## src/rtl/tone_generator.sv

```systemverilog
// Note-code to square-wave tone generator with 3-bit PWM volume gating.
// Three-stage pipeline: note capture, period lookup, half-period generator.
module tone_generator #(
    parameter int CNT_W = 17
) (
    input  logic       clk,
    input  logic       rst,
    input  logic [6:0] note_in,
    input  logic [3:0] vol,
    output logic       audio_out,
    output logic       square_out,
    output logic       note_active,
    output logic       edge_pulse
);

    typedef enum logic {
        SILENT = 1'b0,
        PLAY   = 1'b1
    } state_t;

    state_t           state_q, state_d;
    logic [6:0]       note_q, note_d;
    logic [CNT_W-1:0] period_q, period_d;
    logic             valid_q, valid_d;
    logic [CNT_W-1:0] cnt_q, cnt_d;
    logic             square_q, square_d;
    logic             active_q, active_d;
    logic             pulse_q, pulse_d;
    logic [2:0]       pwm_cnt_q, pwm_cnt_d;
    logic             audio_q, audio_d;

    // Octave-0 half-periods in 16 MHz cycles, C..B.
    function automatic logic [CNT_W-1:0] base_period(input logic [3:0] n);
        logic [CNT_W-1:0] p;
        case (n)
            4'd0:    p = CNT_W'(122313);
            4'd1:    p = CNT_W'(115447);
            4'd2:    p = CNT_W'(108968);
            4'd3:    p = CNT_W'(102852);
            4'd4:    p = CNT_W'(97079);
            4'd5:    p = CNT_W'(91631);
            4'd6:    p = CNT_W'(86487);
            4'd7:    p = CNT_W'(81634);
            4'd8:    p = CNT_W'(77052);
            4'd9:    p = CNT_W'(72727);
            4'd10:   p = CNT_W'(68645);
            4'd11:   p = CNT_W'(64793);
            default: p = '0;
        endcase
        return p;
    endfunction

    // S1 / S2: capture and decode
    always_comb begin
        logic [2:0] oct;
        note_d   = note_in;
        oct      = (note_q[6:4] > 3'd4) ? 3'd4 : note_q[6:4];
        period_d = base_period(note_q[3:0]) >> oct;
        valid_d  = (note_q[3:0] < 4'd12);
    end

    // Generator state register and all datapath flops
    always_ff @(posedge clk or posedge rst) begin
        if (rst) begin
            state_q   <= SILENT;
            note_q    <= 7'h0E;
            period_q  <= '0;
            valid_q   <= 1'b0;
            cnt_q     <= '0;
            square_q  <= 1'b0;
            active_q  <= 1'b0;
            pulse_q   <= 1'b0;
            pwm_cnt_q <= 3'd0;
            audio_q   <= 1'b0;
        end else begin
            state_q   <= state_d;
            note_q    <= note_d;
            period_q  <= period_d;
            valid_q   <= valid_d;
            cnt_q     <= cnt_d;
            square_q  <= square_d;
            active_q  <= active_d;
            pulse_q   <= pulse_d;
            pwm_cnt_q <= pwm_cnt_d;
            audio_q   <= audio_d;
        end
    end

    // Next-state logic
    always_comb begin
        state_d = state_q;
        case (state_q)
            SILENT:  if (valid_q)  state_d = PLAY;
            PLAY:    if (!valid_q) state_d = SILENT;
            default: state_d = SILENT;
        endcase
    end

    // Generator outputs; a note change only reloads at a half-period boundary
    always_comb begin
        cnt_d    = cnt_q;
        square_d = square_q;
        active_d = active_q;
        pulse_d  = 1'b0;
        case (state_q)
            SILENT: begin
                if (valid_q) begin
                    cnt_d    = period_q - CNT_W'(1);
                    square_d = 1'b1;
                    active_d = 1'b1;
                    pulse_d  = 1'b1;
                end
            end
            PLAY: begin
                if (!valid_q) begin
                    cnt_d    = '0;
                    square_d = 1'b0;
                    active_d = 1'b0;
                end else if (cnt_q == '0) begin
                    cnt_d    = period_q - CNT_W'(1);
                    square_d = ~square_q;
                    pulse_d  = 1'b1;
                end else begin
                    cnt_d = cnt_q - CNT_W'(1);
                end
            end
            default: begin
                cnt_d    = '0;
                square_d = 1'b0;
                active_d = 1'b0;
            end
        endcase
    end

    // PWM gate: vol 0 never passes, vol >= 8 always passes
    always_comb begin
        pwm_cnt_d = pwm_cnt_q + 3'd1;
        audio_d   = square_q & ({1'b0, pwm_cnt_q} < vol);
    end

    assign audio_out   = audio_q;
    assign square_out  = square_q;
    assign note_active = active_q;
    assign edge_pulse  = pulse_q;

endmodule

```

## config.mk

```make
export PLATFORM = sky130hd
export DESIGN_NAME = tone_generator
export DESIGN_NICKNAME = d
export VERILOG_FILES = /design/src/rtl/tone_generator.sv
export SDC_FILE = /design/constraint.sdc
export NUM_CORES = 1
export LEC_CHECK = 0
export CORE_MARGIN = 2
export CORE_UTILIZATION = 65
export CTS_BUF_LIST = sky130_fd_sc_hd__clkbuf_4
export CTS_CLUSTER_DIAMETER = 30
export CTS_CLUSTER_SIZE = 20
export DETAILED_ROUTE_END_ITERATION = 16
export PLACE_DENSITY = 0.95
export SKIP_LAST_GASP = 1
export SLEW_MARGIN = 20
export SYNTH_ARGS = -nofsm -noshare
export SYNTH_HDL_FRONTEND = slang
export SYNTH_SLANG_ARGS = --single-unit
```

## constraint.sdc

```tcl
create_clock -name clk -period 3.8 [get_ports clk]
set_input_delay 0.38 -clock clk [delete_from_list [all_inputs] [get_ports clk]]
set_output_delay 0.38 -clock clk [all_outputs]
set_load 0.03 [all_outputs]
```

==> impl_metrics.toml <==
[final_layout]
num-fill-cells = 375
drive_above_1_share_pct = 11.29
syn_to_final_growth_pct = 7.741
insertedDiodeCount = 0
nets = 397
final_area_mm2 = 0.003622
final_core_util_pct = 71.84

[yosys]
synth_xor_area_share_pct = 3.908
synth_common_cells = "dfrtp_1 (47), nand2_1 (30), nor2_1 (25)"
synthArstFlopShare_pct = 100.0
yosysTopAreaCellShare_pct = 34.98
synthesis.area_mm2 = 0.003362
yosys.area.top_type = "dfrtp_1"
synth_top_family_by_area = "simple AND/OR/NAND/NOR gates"
synth_compound_area_share_pct = 18.72
syn_avg_cell_area_um2 = 9.211
syn_inst = 365
synthFlopType = "dfrtp_1"
yosysMostFrequentCell = "dfrtp_1"
ys_ff_latch = 50
synthTopCellsByArea = "dfrtp_1 (35%), ha_1 (4.8%), mux2_2 (4.0%)"
yosys_warnings = 0
synth_edf_count = 0
seq_area_frac_synth_pct = 37.33
synth-simple-area-share_pct = 21.70
synth_cell_types = 57
syn-num-nets = 391
synthAdderAreaFrac_pct = 4.838
synth.area.mux_share_pct = 8.709

[run_status]
outcome = "finished clean"

[placed_design]
port_buffers = 16
post-dp-hpwl_um = 5399
gp_congestion = 0.9671
placed_cell_area_mm2 = 0.003553
pre_cts_slack_ns = 1.310

[timing]
tightest_slew_ns = 0.9489
maxSlewViolCount = 0
finalCritPeriodShare_pct = 67.59
finClkSkew_ns = 0.01849
period_needed_ns = 2.568
finalSetupViolations = 0
finalSetupTns_ns = 0
max_freq_mhz = 389.3
relSlewSlack_pct = 36.60
finalHoldViolCount = 0
rsz0062_at_grt = "false"
setup_ws_ns = 1.232

[cts]
ctsHtreeMaxLevel = 2
cts-resized-gates = 0
clk_path_buf_depth = 2
cts_hold_buffers = 0
post_cts_buffers = 0
cts_buffers = 5
clkSinkCount = 50
cts_tree = "built"
clock_latency_ns = 0.38
cts_root_buf = "clkbuf_4"
cts.clk_slew.worst_paths_ns = 0.16

[routing]
ant_nets = 0
drc = 0
via_per_inst = 6.434
first_pass_iters = 4
totalWireLength_um = 7351
num_vias = 2844
wl_per_cell_um = 16.63
dr.first_iter.drc_count = 192

[global_routing]
first_global_vias = 2715
grt_max_degree = 51
gr-total-overflow = 0
antenna_found_initial = 0
grt_pass1_wl_um = 12720
grtUsageTotal_pct = 26.48

[worst_hold_path]
min_path_type = "input port to flop"

[floorplanning]
io_pins = 17
fp.coreArea_mm2 = 0.005042
num_rows = 26
die_x_um = 75.92
start_util_pct = 66.67
die-area_mm2 = 0.005764
die_y_um = 75.92

[power]
power.density_mw_per_mm2 = 432.6
p_total_w = 0.001567
ir_drop_uv = 260.8
p_leak_nw = 1.498

[setup_path]
crit_type = "flop to flop"
crit_arrival_ns = 2.85
end_kind = "flop"
critPathRequiredTime_ns = 4.08
worstPathMaxFanout = 20
start_kind = "flop"
reg2reg_slack_ns = 1.23

[flow_run]
maxCapViolCount = 0
## cell families (layout without fill, tap and decap cells)
kind of cell | after synthesis | count (layout)
and+or+nand+nor | 130 | 130
DFF | 50 | 50
adders and majority gates | 13 | 13
buffers and inverters | 41 | 48
xor gates and xnor gates | 15 | 15
muxes | 24 | 24
AOI/OAI and AO/OA | 92 | 92
## registers in the layout, indices dropped and copies added (netlist names)
signal       count
state_q          1
edge_pulse       1
pwm_cnt_q        3
valid_q          1
cnt_q           17
note_active      1
note_q           7
period_q        17
square_out       1
audio_out        1
## metal layers
layer / GRT usage (%) / up-vias / wire length, um
met3: 3.929 / 16 / 357
met2: 44.73 / 97 / 3737
met5: 0 / - / 0
li1: - / 1367 / -
met4: 8.727 / 0 / 131
met1: 35.28 / 1364 / 3125
## cells in the final DEF, fill, tap and decap left out, drive strengths merged, types with 12 or more instances in the layout
cell type / n
nand3: 15
nand2: 30
mux2: 12
ha: 13
o21ai: 16
dfrtp: 47
nor2: 25
a21oi: 18
inv: 21
clkdlybuf4s50: 16
## where the power goes
part	switching, W	internal [W]
clock network	0.000184	0.0000785
registers	0.000134	0.000626
logic	0.000294	0.000250
## critical path: stages, from the launching register on
cell,delay (ns)
dfrtp_1,0.44
or3_1,0.46
nor4b_2,0.49
a21o_1,0.56
mux2i_1,0.16
a221o_1,0.35
## final timing paths
check,depth (start not counted),to,from
min,1,note_q[1]$_DFF_PP1_,note_in[1]
min reg2reg,1,pwm_cnt_q[0]$_DFF_PP0_,pwm_cnt_q[0]$_DFF_PP0_
max in group asynchronous,2,note_q[0]$_DFF_PP0_,rst
min in group asynchronous,2,note_q[6]$_DFF_PP0_,rst
max reg2reg,5,cnt_q[8]$_DFFE_PP0P_,cnt_q[4]$_DFFE_PP0P_
max,5,cnt_q[8]$_DFFE_PP0P_,cnt_q[4]$_DFFE_PP0P_
## cell type report
cell class              count  area (um^2)  share of cell area (%)
well taps                  70        87.58                   2.418
clock inverters             3        26.28                  0.7254
clock buffers               5        37.54                   1.036
repair buffers             20        190.2                   5.250
inverters                  20        76.32                   2.107
multi-input cells         274         1949                   53.82
flip-flops and latches     50         1255                   34.65
## metrics by stage
step                      instances  hold WS, ns
after floorplan                 365       0.3845
final                           442       0.3739
after global routing            442       0.3507
after CTS                       442       0.3581
after global placement          434       0.4358
after detailed placement        434       0.4538
Power figures use the tool's default switching activity.
